**config.mk**
```make
export PLATFORM = sky130hd
export DESIGN_NAME = task_scheduler
export DESIGN_NICKNAME = d
export VERILOG_FILES = /design/src/rtl/task_scheduler.sv
export SDC_FILE = /design/constraint.sdc
export NUM_CORES = 1
export LEC_CHECK = 0
export BUFFER_PORTS_ARGS = -buffer_cell sky130_fd_sc_hd__buf_4
export CORE_AREA = 2 2 50 52
export DETAILED_ROUTE_END_ITERATION = 6
export DIE_AREA = 0 0 52 54
export PLACE_DENSITY = 0.87
export SLEW_MARGIN = 20
export SYNTH_ARGS = -nofsm -noshare
export SYNTH_HDL_FRONTEND = slang
export SYNTH_SLANG_ARGS = --single-unit
```
**constraint.sdc**
```tcl
create_clock -name clk_i -period 4.5 [get_ports clk_i]
set_clock_uncertainty 0.15 [all_clocks]
set_input_delay 0.675 -clock clk_i [delete_from_list [all_inputs] [get_ports clk_i]]
set_output_delay 0.675 -clock clk_i [all_outputs]
set_load 0.01 [all_outputs]
```
**src/rtl/task_scheduler.sv**
```systemverilog
// Time-slice scheduler: scans priority levels top-down through the ready list's
// get handshake, registers the first ready task and flags context switches.
module task_scheduler #(
  parameter int NPRI  = 5,
  parameter int SLICE = 16
) (
  input  logic       clk_i,
  input  logic       rst_ni,
  input  logic       tick_i,
  input  logic       yield_i,
  input  logic       sched_en_i,
  output logic       rl_get_o,
  output logic [2:0] rl_priority_o,
  input  logic [4:0] rl_tid_i,
  input  logic       rl_done_i,
  output logic [3:0] cur_tid_o,
  output logic [2:0] cur_pri_o,
  output logic       cur_valid_o,
  output logic       switch_o,
  output logic       idle_o
);
  localparam logic [2:0] TOP_PRI   = 3'(NPRI - 1);
  localparam logic [7:0] SLICE_MAX = 8'(SLICE);
  localparam logic [4:0] EMPTY_TID = 5'h1F;

  typedef enum logic [2:0] {IDLE, REQ, WAIT0, WAITD, NEXT} state_t;

  state_t     state_reg, state_next;
  logic [7:0] slice_reg, slice_next;
  logic       get_next;
  logic [2:0] pri_next;
  logic [3:0] tid_next;
  logic [2:0] cur_pri_next;
  logic       valid_next, switch_next, idle_next;
  logic       trigger, level_empty, dispatch, scan_end;

  assign trigger     = sched_en_i & (yield_i | (slice_reg == SLICE_MAX) | (~cur_valid_o & tick_i));
  assign level_empty = rl_done_i & (rl_tid_i == EMPTY_TID);

  always_ff @(posedge clk_i or negedge rst_ni) begin
    if (!rst_ni) begin
      state_reg     <= IDLE;
      slice_reg     <= 8'd0;
      rl_get_o      <= 1'b0;
      rl_priority_o <= 3'd0;
      cur_tid_o     <= 4'd0;
      cur_pri_o     <= 3'd0;
      cur_valid_o   <= 1'b0;
      switch_o      <= 1'b0;
      idle_o        <= 1'b0;
    end else begin
      state_reg     <= state_next;
      slice_reg     <= slice_next;
      rl_get_o      <= get_next;
      rl_priority_o <= pri_next;
      cur_tid_o     <= tid_next;
      cur_pri_o     <= cur_pri_next;
      cur_valid_o   <= valid_next;
      switch_o      <= switch_next;
      idle_o        <= idle_next;
    end
  end

  // A get is only registered while the ready list reports idle, so REQ leaves
  // exactly in the cycle its get pulse is on the bus.
  always_comb begin
    state_next = state_reg;
    dispatch   = 1'b0;
    scan_end   = 1'b0;
    case (state_reg)
      IDLE: if (trigger) state_next = REQ;
      REQ:  if (rl_get_o) state_next = WAIT0;
      WAIT0, WAITD: begin
        if (level_empty) begin
          state_next = NEXT;
        end else if (rl_done_i) begin
          dispatch   = 1'b1;
          state_next = IDLE;
        end else begin
          state_next = WAITD;
        end
      end
      NEXT: begin
        if (rl_priority_o == 3'd0) begin
          scan_end   = 1'b1;
          state_next = IDLE;
        end else begin
          state_next = REQ;
        end
      end
      default: state_next = IDLE;
    endcase
  end

  always_comb begin
    get_next     = (state_next == REQ) & rl_done_i;
    pri_next     = rl_priority_o;
    tid_next     = cur_tid_o;
    cur_pri_next = cur_pri_o;
    valid_next   = cur_valid_o;
    switch_next  = 1'b0;
    idle_next    = idle_o;
    slice_next   = slice_reg;
    if (state_reg == IDLE && trigger) begin
      pri_next = TOP_PRI;
    end else if (state_reg == NEXT && !scan_end) begin
      pri_next = rl_priority_o - 3'd1;
    end
    if (dispatch) begin
      tid_next     = rl_tid_i[3:0];
      cur_pri_next = rl_priority_o;
      valid_next   = 1'b1;
      idle_next    = 1'b0;
      switch_next  = ~cur_valid_o | (rl_tid_i[3:0] != cur_tid_o) | (rl_priority_o != cur_pri_o);
    end else if (scan_end) begin
      valid_next = 1'b0;
      idle_next  = 1'b1;
    end
    // Saturation keeps an expired slice pending until the scheduler is back in IDLE.
    if (dispatch) begin
      slice_next = 8'd0;
    end else if (tick_i && slice_reg != SLICE_MAX) begin
      slice_next = slice_reg + 8'd1;
    end
  end
endmodule

```
==> results.py, run 1 <==
metrics = {
    "sta": {
        "finalCriticalPeriod_ns": 2.14,
        "max_slew.worst_pin.slew_ns": 0.735,
        "fmax_mhz": 467,
        "fin_crit_sh_pct": 47.6,
        "setup_slack_ns": 2.36,
        "final_hold_viol_count": 0,
        "rsz0062_at_grt": "no",
        "setup_tns_ns": 0,
        "finalSetupViolations": 0,
        "maxSlewHeadroom_pct": 51.0,
        "holdWs_ns": 0.0788,
        "slew_violations": 0,
    },
    "synthesis": {
        "ys_warn_count": 0,
        "seq_area_frac_synth_pct": 50.2,
        "yosysTopAreaCellShare_pct": 50.2,
        "ys_types": 33,
        "syn-mean-instance-area_um2": 10.8,
        "mappedNetlistNets": 130,
        "synth.largest_area_cell": "dfrtp_1",
        "netlist_instances": 115,
        "synthesis.area_um2": 1250,
        "synth_seq_cells": 25,
        "synth_area_leaders": "dfrtp_1 50%, xnor2_1 7.7%, nor2_1 5.1%, mux2_2 4.5%, ha_1 4.0%",
    },
    "detailed_routing": {
        "dr.pass1.iters": 4,
        "drt_iter0_markers": 17,
        "num_vias": 928,
        "ant_nets": 0,
        "vias_per_cell": 5.43,
        "wire_per_inst_um": 13.5,
        "routed_wl_um": 2310,
        "drc": 0,
    },
    "power_and_ir_drop": {
        "p_leak_nw": 0.677,
        "fin_total_pwr_mw": 0.776,
        "powerDensity_nw_per_um2": 524,
        "peakVddDrop_v": 0.000380,
    },
    "layout": {
        "final_common_cell": "dfrtp_1",
        "area_growth_pct": 18.9,
        "stdcell_count": 171,
        "nets": 157,
        "largest_reg_flops": 8,
        "final_cell_mix": "25 x dfrtp_1, 24 x buf_4, 17 x nor2_1, 11 x xnor2_1, 8 x inv_1",
        "final_util_pct": 63.9,
        "antennaDiodeCount": 0,
        "finalInstanceArea_um2": 1480,
        "drive_gt1_share_pct": 28.4,
    },
    "floorplan": {
        "die_h_um": 54,
        "die_area_um2": 2810,
        "initial_utilization_pct": 53.7,
        "pin_count": 25,
        "core_um2": 2320,
        "placementRows": 18,
        "die_width_um": 52,
    },
    "cts": {
        "htree_levels": 1,
        "root_buffer": "clkbuf_4",
        "cts.sinks": 25,
        "post_cts_buffers": 0,
        "cts_tree": "yes",
        "cts_resized": 0,
        "clkLatencyLatePin_ns": 0.31,
        "cts_made_buffers": 3,
        "cts_buffer_depth": 2,
        "holdBufCountCts": 0,
        "path_clk_slew_ns": 0.14,
    },
    "placement": {
        "pre_cts_slack_ns": 2.23,
        "numPortBuffers": 24,
        "post-dp-hpwl_um": 1790,
        "place_congestion": 0.794,
        "dpl_cell_area_um2": 1460,
        "placed_cells": 167,
    },
    "worst_setup_path": {
        "path_class": "register to register",
        "arrival_ns": 2.21,
        "start_kind": "register",
        "crit_fanout": 5,
        "rrSetupSlack_ns": 2.36,
        "end_kind": "register",
        "cp.required_ns": 4.57,
    },
    "worst_hold_path": {
        "hp-class": "primary input to asynchronous set/reset pin",
    },
    "status": {
        "status": "finished, final reports clean",
    },
    "grt": {
        "antenna_found_initial": 0,
        "grt_overflow": 0,
        "grt_pass1_vias": 882,
        "grt_max_degree": 26,
        "grt_pass1_wl_um": 3980,
        "grt.total_usage_pct": 19.6,
    },
    "job": {
        "drv_cap": 0,
    },
}
==> critical path, cell delays in order (launching register included) <==
cell and delay (ns):
dfrtp_1 0.44, inv_1 0.09, ha_1 0.20, ha_1 0.21
or4b_1 0.58, a211o_2 0.37
==> Yosys cell counts <==
cell,n
nor3_1,1
nand3_1,1
or3b_2,1
xnor2_1,11
nand3b_1,2
nor4b_2,1
or4b_1,1
buf_2,1
nor3b_1,1
xor2_1,3
ha_1,4
a21o_1,1
a311oi_1,2
clkbuf_1,1
nor2_2,2
dfrtp_1,25
and3_1,1
a21oi_1,5
a211o_2,1
or3_1,1
mux2i_1,1
inv_1,8
o21a_1,1
nand4_1,7
o22a_1,2
nand2_1,3
o31a_2,1
nand2b_1,1
nor2b_1,1
mux2_2,5
a31o_2,1
nor2_1,17
and4bb_4,1
==> kinds of logic after synthesis <==
family / count (synthesis) / share of synthesized area (%)
multiplexers: 6 / 5.32
AO/OA/AOI/OAI: 14 / 8.33
XOR/XNOR: 14 / 9.84
adder cells (fa/ha/maj): 4 / 4.02
buffers and inverters: 10 / 3.11
flip-flops: 25 / 50.2
AND/OR/NAND/NOR: 42 / 19.2
==> cell type report <==
class | count | area [um2]
Sequential cell | 25 | 626
Multi-Input combinational cell | 80 | 582
Fill cell | 178 | 838
Inverter | 8 | 30.0
Timing Repair Buffer | 24 | 180
Clock buffer | 4 | 26.3
Tap cell | 30 | 37.5
==> report_power, final <==
| group | switching [mW] | internal, mW |
|---|---|---|
| Sequential | 0.0778 | 0.295 |
| Clock | 0.0637 | 0.0346 |
| Combinational | 0.136 | 0.168 |
| Total | 0.278 | 0.498 |
==> routing by layer <==
layer	wire (um)	track usage (%)	vias to the layer above
li1	-	-	453
met1	1060	24.8	450
met2	1120	34.6	21
met3	96	2.78	4
met4	29	6.58	0
met5	0	0	-
==> worst paths after layout <==
kind                       depth (start not counted)        startpoint               end
max in group asynchronous                          1            rst_ni          switch_o
hold / removal                                     1            rst_ni      state_reg[2]
hold reg to reg                                    2            idle_o            idle_o
min in group clk_i                                 2            idle_o            idle_o
setup / recovery                                   5  rl_priority_o[0]  rl_priority_o[2]
setup reg to reg                                   5  rl_priority_o[0]  rl_priority_o[2]
Note: power is estimated with default switching activity, not from simulation.
==> inputs of run 2 (changes only) <==
--- a/config.mk
+++ b/config.mk
@@ -5,11 +5,12 @@
 export SDC_FILE = /design/constraint.sdc
 export NUM_CORES = 1
 export LEC_CHECK = 0
+export ABC_AREA = 1
 export BUFFER_PORTS_ARGS = -buffer_cell sky130_fd_sc_hd__buf_4
-export CORE_AREA = 2 2 50 52
+export CORE_AREA = 2 2 57 59
 export DETAILED_ROUTE_END_ITERATION = 6
-export DIE_AREA = 0 0 52 54
-export PLACE_DENSITY = 0.87
+export DIE_AREA = 0 0 59 61
+export PLACE_DENSITY = 0.81
 export SLEW_MARGIN = 20
 export SYNTH_ARGS = -nofsm -noshare
 export SYNTH_HDL_FRONTEND = slang
==> constraint.sdc (replaced) <==
create_clock -name clk_i -period 1.84 [get_ports clk_i]
set_clock_uncertainty 0.15 [all_clocks]
set_input_delay 0.276 -clock clk_i [delete_from_list [all_inputs] [get_ports clk_i]]
set_output_delay 0.276 -clock clk_i [all_outputs]
set_load 0.01 [all_outputs]
==> run 2 against run 1 <==
Flip-flop and latch count stayed put. Sequential share of layout area is 5.1 points lower. Combinational power is 120% higher. Highest routed layer unchanged.
==> results.py, run 2 <==
metrics = {
    "worst_setup_path": {
        "cp_cell_sequence": "inv_1 > ha_1 > ha_1 > inv_1 > nand3_2 > inv_2 > nand2_1 > o21ai_0 > nand2_1",
        "cp.required_ns": 1.89,
        "r2r-end": "rl_priority_o[2]",
        "r2r_cells": 9,
        "max_stage_delay_ns": 0.45,
        "cp-endpoint": "rl_priority_o[2]",
        "arrival_ns": 1.73,
        "cp_slowest_cell": "dfrtp_1",
        "end_kind": "register",
        "rrSetupSlack_ns": 0.16,
        "crit_fanout": 5,
        "timing.rr.start": "rl_priority_o[1]",
        "cp-startpoint": "rl_priority_o[1]",
        "start_kind": "register",
        "path_class": "register to register",
    },
    "power_and_ir_drop": {
        "powerDensity_nw_per_um2": 1040,
        "p_leak_nw": 0.932,
        "peakVddDrop_v": 0.000630,
    },
    "synthesis": {
        "synth_fa_ha_area_share_pct": 3.45,
        "synthesis.area_um2": 1450,
        "ys_async_sr_fraction_pct": 100,
        "synthTopCellsByCount": "58 x nand2_1, 30 x inv_1, 25 x dfrtp_1, 23 x nand3_1, 22 x nor2_1",
        "ys_warn_count": 0,
        "synth-compound-area-share_pct": 7.32,
        "synth-simple-area-share_pct": 32.7,
        "synth_seq_cells": 25,
        "mappedNetlistNets": 213,
        "syn-mean-instance-area_um2": 7.34,
        "synth_edf_count": 0,
        "synth.most_common_cell": "nand2_1",
        "synth_flop_cell": "dfrtp_1",
        "netlist_instances": 198,
        "synth_top_family_by_area": "simple AND/OR/NAND/NOR gates",
        "synth_xor_xnor_area_share_pct": 3.01,
        "synthMuxAreaShare_pct": 0,
        "synth_area_leaders": "dfrtp_1 43%, nand2_1 15%, nand3_1 7.9%, inv_1 7.8%, nor2_1 5.7%",
        "ys_types": 19,
        "yosysTopAreaCellShare_pct": 43.1,
        "seq_area_frac_synth_pct": 43.1,
        "synth.largest_area_cell": "dfrtp_1",
    },
    "floorplan": {
        "die_area_um2": 3600,
        "pin_count": 25,
        "die_h_um": 61,
        "placementRows": 20,
        "initial_utilization_pct": 49.2,
        "die_width_um": 59,
        "core_um2": 2950,
    },
    "grt": {
        "antenna_found_initial": 0,
        "grt_max_degree": 34,
        "grt_util_met2_pct": 31.9,
        "grt_pass1_wl_um": 4900,
        "grt_busiest_layer": "met2",
        "grt.total_usage_pct": 17.8,
        "grt_pass1_vias": 1193,
        "grt_use_met1_pct": 22.5,
        "grt_overflow": 0,
        "grtUsageMet3_pct": 2.56,
    },
    "placement": {
        "place_congestion": 0.819,
        "post-dp-hpwl_um": 2190,
        "numPortBuffers": 24,
        "dpl_cell_area_um2": 1640,
    },
    "status": {
        "status": "finished, final reports clean",
    },
    "layout": {
        "final_common_cell": "nand2_1",
        "drive_gt1_share_pct": 16.5,
        "area_growth_pct": 15.9,
        "largest_reg_flops": 8,
        "finalInstanceArea_um2": 1680,
        "antennaDiodeCount": 0,
        "nets": 240,
        "final_cell_mix": "58 x nand2_1, 29 x inv_1, 25 x dfrtp_1, 25 x buf_4",
    },
    "detailed_routing": {
        "ant_nets": 0,
        "drc": 0,
        "dr.pass1.iters": 4,
        "routed_wl_um": 2860,
        "vias_per_cell": 5.00,
        "num_vias": 1286,
        "drt_iter0_markers": 41,
        "wire_per_inst_um": 11.1,
    },
    "sta": {
        "finalSetupViolations": 0,
        "slew_violations": 0,
        "finalCriticalPeriod_ns": 1.68,
        "maxSlewHeadroom_pct": 51.9,
        "fin_crit_sh_pct": 91.1,
        "rsz0062_at_grt": "no",
        "fmax_mhz": 596,
        "setup_tns_ns": 0,
        "max_slew.worst_pin.slew_ns": 0.718,
        "final_hold_viol_count": 0,
    },
    "cts": {
        "cts.sinks": 25,
        "root_buffer": "clkbuf_4",
        "cts_tree": "yes",
        "clkLatencyLatePin_ns": 0.31,
        "htree_levels": 1,
        "cts_made_buffers": 3,
        "cts_buffer_depth": 2,
        "path_clk_slew_ns": 0.12,
    },
    "worst_hold_path": {
        "hp-class": "primary input to register",
        "hold_start": "yield_i",
    },
    "job": {
        "drv_cap": 0,
    },
}
[run 2: changes by cell type after synthesis, moves of 3 or more]
cell	before	now
o21ai_0	0	13
xnor2_1	11	0
inv_1	8	30
nand3_1	1	23
nand2_1	3	58
nor2_1	17	22
buf_6	0	3
nand4_1	7	1
nand2_2	0	3
mux2_2	5	0
[run 2: routing by layer]
| layer | vias up | share of wire [%] |
|---|---|---|
| li1 | 666 | - |
| met1 | 601 | 47 |
| met2 | 15 | 50 |
| met3 | 4 | 2.4 |
| met4 | 0 | 0.73 |
| met5 | - | 0 |
[run 2: cell families after synthesis]
family	Yosys count
adders and majority gates	4
AOI/OAI and AO/OA	19
xor gates and xnor gates	5
DFF	25
and+or+nand+nor	111
buffers and inverters	34
[run 2: final cells by class]
cell class,count,area (um2)
flip-flops and latches,25,626
inverters,30,113
clock buffers,4,26.3
multi-input cells,139,681
repair buffers,26,198
fillers,277,1270
well taps,33,41.3
[run 2: critical path, delay by kind of cell (launching register included)]
| kind | cells | cell delay [ns] |
|---|---|---|
| and+or+nand+nor | 3 | 0.25 |
| buffers and inverters | 3 | 0.27 |
| AOI/OAI and AO/OA | 1 | 0.07 |
| adders and majority gates | 2 | 0.37 |
| DFF | 1 | 0.45 |
[run 2: what timing repair did]
| action | in CTS | in global routing |
|---|---|---|
| setup endpoints to repair | 0 | 1 |
| hold endpoints to repair | 25 | 0 |
| buffers inserted | 0 | 1 |
| gates resized for setup | 0 | 2 |
| hold buffers | 1 | 0 |
[run 2: report_power, final]
group / switching (mW) / internal, mW / leakage [nW]
combinational: 0.373 / 0.309 / 0.596
sequential: 0.153 / 0.688 / 0.321
clock: 0.150 / 0.0846 / 0.0150
total: 0.676 / 1.08 / 0.932
[run 2: worst min-delay path by stage]
stage	to	slack (ns)	cells past startpoint
2_1_floorplan	cur_pri_o[0]	-0.17	0
3_3_place_gp	slice_reg[3]	0.05	1
3_5_place_dp	slice_reg[3]	0.05	1
4_1_cts	cur_tid_o[3]	0.10	3
5_1_grt	cur_tid_o[3]	0.11	3
6_report	rl_priority_o[0]	0.11	4
[run 2: stage by stage]
step	setup WS, ns	hold WS, ns	power (mW)	util [%]	cells
floorplan	0.270	-0.170	1.30	-	198
global placement	0.256	0.0454	1.52	55.4	251
detailed placement	0.134	0.0486	1.53	55.4	251
CTS	0.108	0.102	1.77	56.6	256
global route	0.0506	0.114	1.90	57.0	257
finish	0.163	0.108	1.76	57.0	257
==> inputs of run 3 (changes only) <==
--- a/config.mk
+++ b/config.mk
@@ -7,10 +7,10 @@
 export LEC_CHECK = 0
 export ABC_AREA = 1
 export BUFFER_PORTS_ARGS = -buffer_cell sky130_fd_sc_hd__buf_4
-export CORE_AREA = 2 2 57 59
+export CORE_AREA = 2 2 55 57
 export DETAILED_ROUTE_END_ITERATION = 6
-export DIE_AREA = 0 0 59 61
-export PLACE_DENSITY = 0.81
+export DIE_AREA = 0 0 57 59
+export PLACE_DENSITY = 0.83
 export SLEW_MARGIN = 20
 export SYNTH_ARGS = -nofsm -noshare
 export SYNTH_HDL_FRONTEND = slang
==> constraint.sdc (replaced) <==
create_clock -name clk_i -period 1.85 [get_ports clk_i]
set_clock_uncertainty 0.15 [all_clocks]
set_input_delay 0.2775 -clock clk_i [delete_from_list [all_inputs] [get_ports clk_i]]
set_output_delay 0.2775 -clock clk_i [all_outputs]
set_load 0.01 [all_outputs]
==> run 3 against run 2 <==
Hold slack gained 0.0028 ns. Critical endpoint unchanged. Combinational power decreased by 0.9%. Clock power fell by 2%. Register-to-register slack worse by 0.04 ns. Design area is the same.
==> results.py, run 3 (synthesis results as in run 2) <==
metrics = {
    "worst_setup_path": {
        "cp.required_ns": 1.89,
        "path_class": "register to register",
        "cp-startpoint": "rl_priority_o[0]",
        "cp-endpoint": "rl_priority_o[2]",
        "timing.rr.start": "rl_priority_o[0]",
        "start_kind": "register",
        "r2r_cells": 9,
        "rrSetupSlack_ns": 0.12,
        "max_stage_delay_ns": 0.42,
        "cp_cell_sequence": "inv_1 > ha_1 > ha_1 > inv_1 > nand3_1 > inv_1 > nand2_1 > o21ai_0 > nand2_1",
        "r2r-end": "rl_priority_o[2]",
        "path_delay_family": "flip-flops",
        "worst-path-buf-inv": 3,
        "critical_path_depth": 9,
        "crit_fanout": 4,
        "crit_top_cell": "inv_1",
        "arrival_ns": 1.77,
        "end_kind": "register",
        "cp_slowest_cell": "dfrtp_1",
    },
    "sta": {
        "fmax_mhz": 579,
        "finalSetupViolations": 0,
        "maxSlewHeadroom_pct": 52.4,
        "setup_tns_ns": 0,
        "fin_crit_sh_pct": 93.3,
        "finalCriticalPeriod_ns": 1.73,
        "final_hold_viol_count": 0,
        "max_slew.worst_pin.slew_ns": 0.711,
        "rsz0062_at_grt": "no",
        "slew_violations": 0,
    },
    "cts": {
        "cts_tree": "yes",
        "clkLatencyLatePin_ns": 0.30,
        "cts_made_buffers": 3,
        "cts_buffer_depth": 2,
        "root_buffer": "clkbuf_4",
        "cts_resized": 0,
        "path_clk_slew_ns": 0.13,
        "htree_levels": 1,
        "cts.sinks": 25,
    },
    "detailed_routing": {
        "ant_nets": 0,
        "dr.pass1.iters": 4,
        "routed_wl_um": 2790,
        "drc": 0,
        "drt_iter0_markers": 64,
        "vias_per_cell": 4.96,
        "wire_per_inst_um": 10.9,
        "num_vias": 1269,
    },
    "floorplan": {
        "core_um2": 2710,
        "die_h_um": 59,
        "placementRows": 19,
        "die_width_um": 57,
        "die_area_um2": 3360,
        "initial_utilization_pct": 53.6,
        "pin_count": 25,
    },
    "layout": {
        "final_common_cell": "nand2_1",
        "area_growth_pct": 15.9,
        "final_cell_mix": "58 x nand2_1, 30 x inv_1, 26 x buf_4, 25 x dfrtp_1, 23 x nand3_1",
        "antennaDiodeCount": 0,
        "largest_reg_flops": 8,
        "drive_gt1_share_pct": 16.0,
        "nets": 241,
        "stdcell_count": 256,
        "final_util_pct": 62.1,
    },
    "placement": {
        "placed_cells": 249,
        "numPortBuffers": 24,
        "post-dp-hpwl_um": 2080,
        "place_congestion": 0.814,
    },
    "grt": {
        "antenna_found_initial": 0,
        "grt_max_degree": 34,
        "grt.total_usage_pct": 17.8,
        "grt_pass1_vias": 1154,
        "grt_pass1_wl_um": 4790,
        "grt_overflow": 0,
    },
    "power_and_ir_drop": {
        "peakVddDrop_v": 0.000903,
        "p_leak_nw": 0.940,
        "powerDensity_nw_per_um2": 1030,
        "fin_total_pwr_mw": 1.74,
    },
    "status": {
        "status": "finished, final reports clean",
    },
    "worst_hold_path": {
        "hp-class": "primary input to register",
    },
    "job": {
        "drv_cap": 0,
    },
}
[run 3: where the power goes]
group / total [mW] / switching, mW / internal (mW)
registers: 0.836 / 0.151 / 0.685
clock network: 0.230 / 0.146 / 0.0840
logic: 0.676 / 0.367 / 0.308
total: 1.74 / 0.665 / 1.08
[run 3: cell type report]
cell class,instances,area (um2)
Multi-Input combinational cell,139,676
Timing Repair Buffer,27,205
Inverter,30,113
Clock buffer,4,26.3
Fill cell,256,1030
Tap cell,31,38.8
Sequential cell,25,626
[run 3: what timing repair did]
item | 4_1_cts | 5_1_grt
endpoints found under the setup margin | 0 | 2
hold endpoints to repair | 25 | 0
hold buffers | 1 | 0
setup buffers | 0 | 2
[run 3: metrics by stage]
stage / hold slack [ns] / worst slack (ns) / instance area [um2]
6_report: 0.111 / 0.123 / 1680
5_1_grt: 0.104 / 0.000455 / 1680
4_1_cts: 0.0964 / 0.121 / 1670
3_5_place_dp: 0.0480 / 0.147 / 1630
3_3_place_gp: 0.0508 / 0.230 / 1630
2_1_floorplan: -0.168 / 0.280 / 1450
[run 3: worst min path at each step]
stage | cells past startpoint | from | slack [ns] | endpoint
6_report | 3 | rl_tid_i[2] | 0.11 | cur_tid_o[2]
5_1_grt | 4 | yield_i | 0.10 | rl_priority_o[0]
4_1_cts | 3 | rl_tid_i[2] | 0.1 | cur_tid_o[2]
3_5_place_dp | 1 | rst_ni | 0.05 | slice_reg[3]
3_3_place_gp | 1 | rst_ni | 0.05 | slice_reg[2]
2_1_floorplan | 0 | rst_ni | -0.17 | cur_pri_o[0]
[run 3: tightest hold or removal path: stages]
cell     delay, ns
buf_4         0.11
inv_1         0.08
o21ai_1       0.07
[run 3: layer usage]
layer / track usage (%) / share of wire, %
met3: 1.97 / 2.9
met4: 4.98 / 0.43
met2: 31.9 / 48
met5: 0 / 0
met1: 23.1 / 49
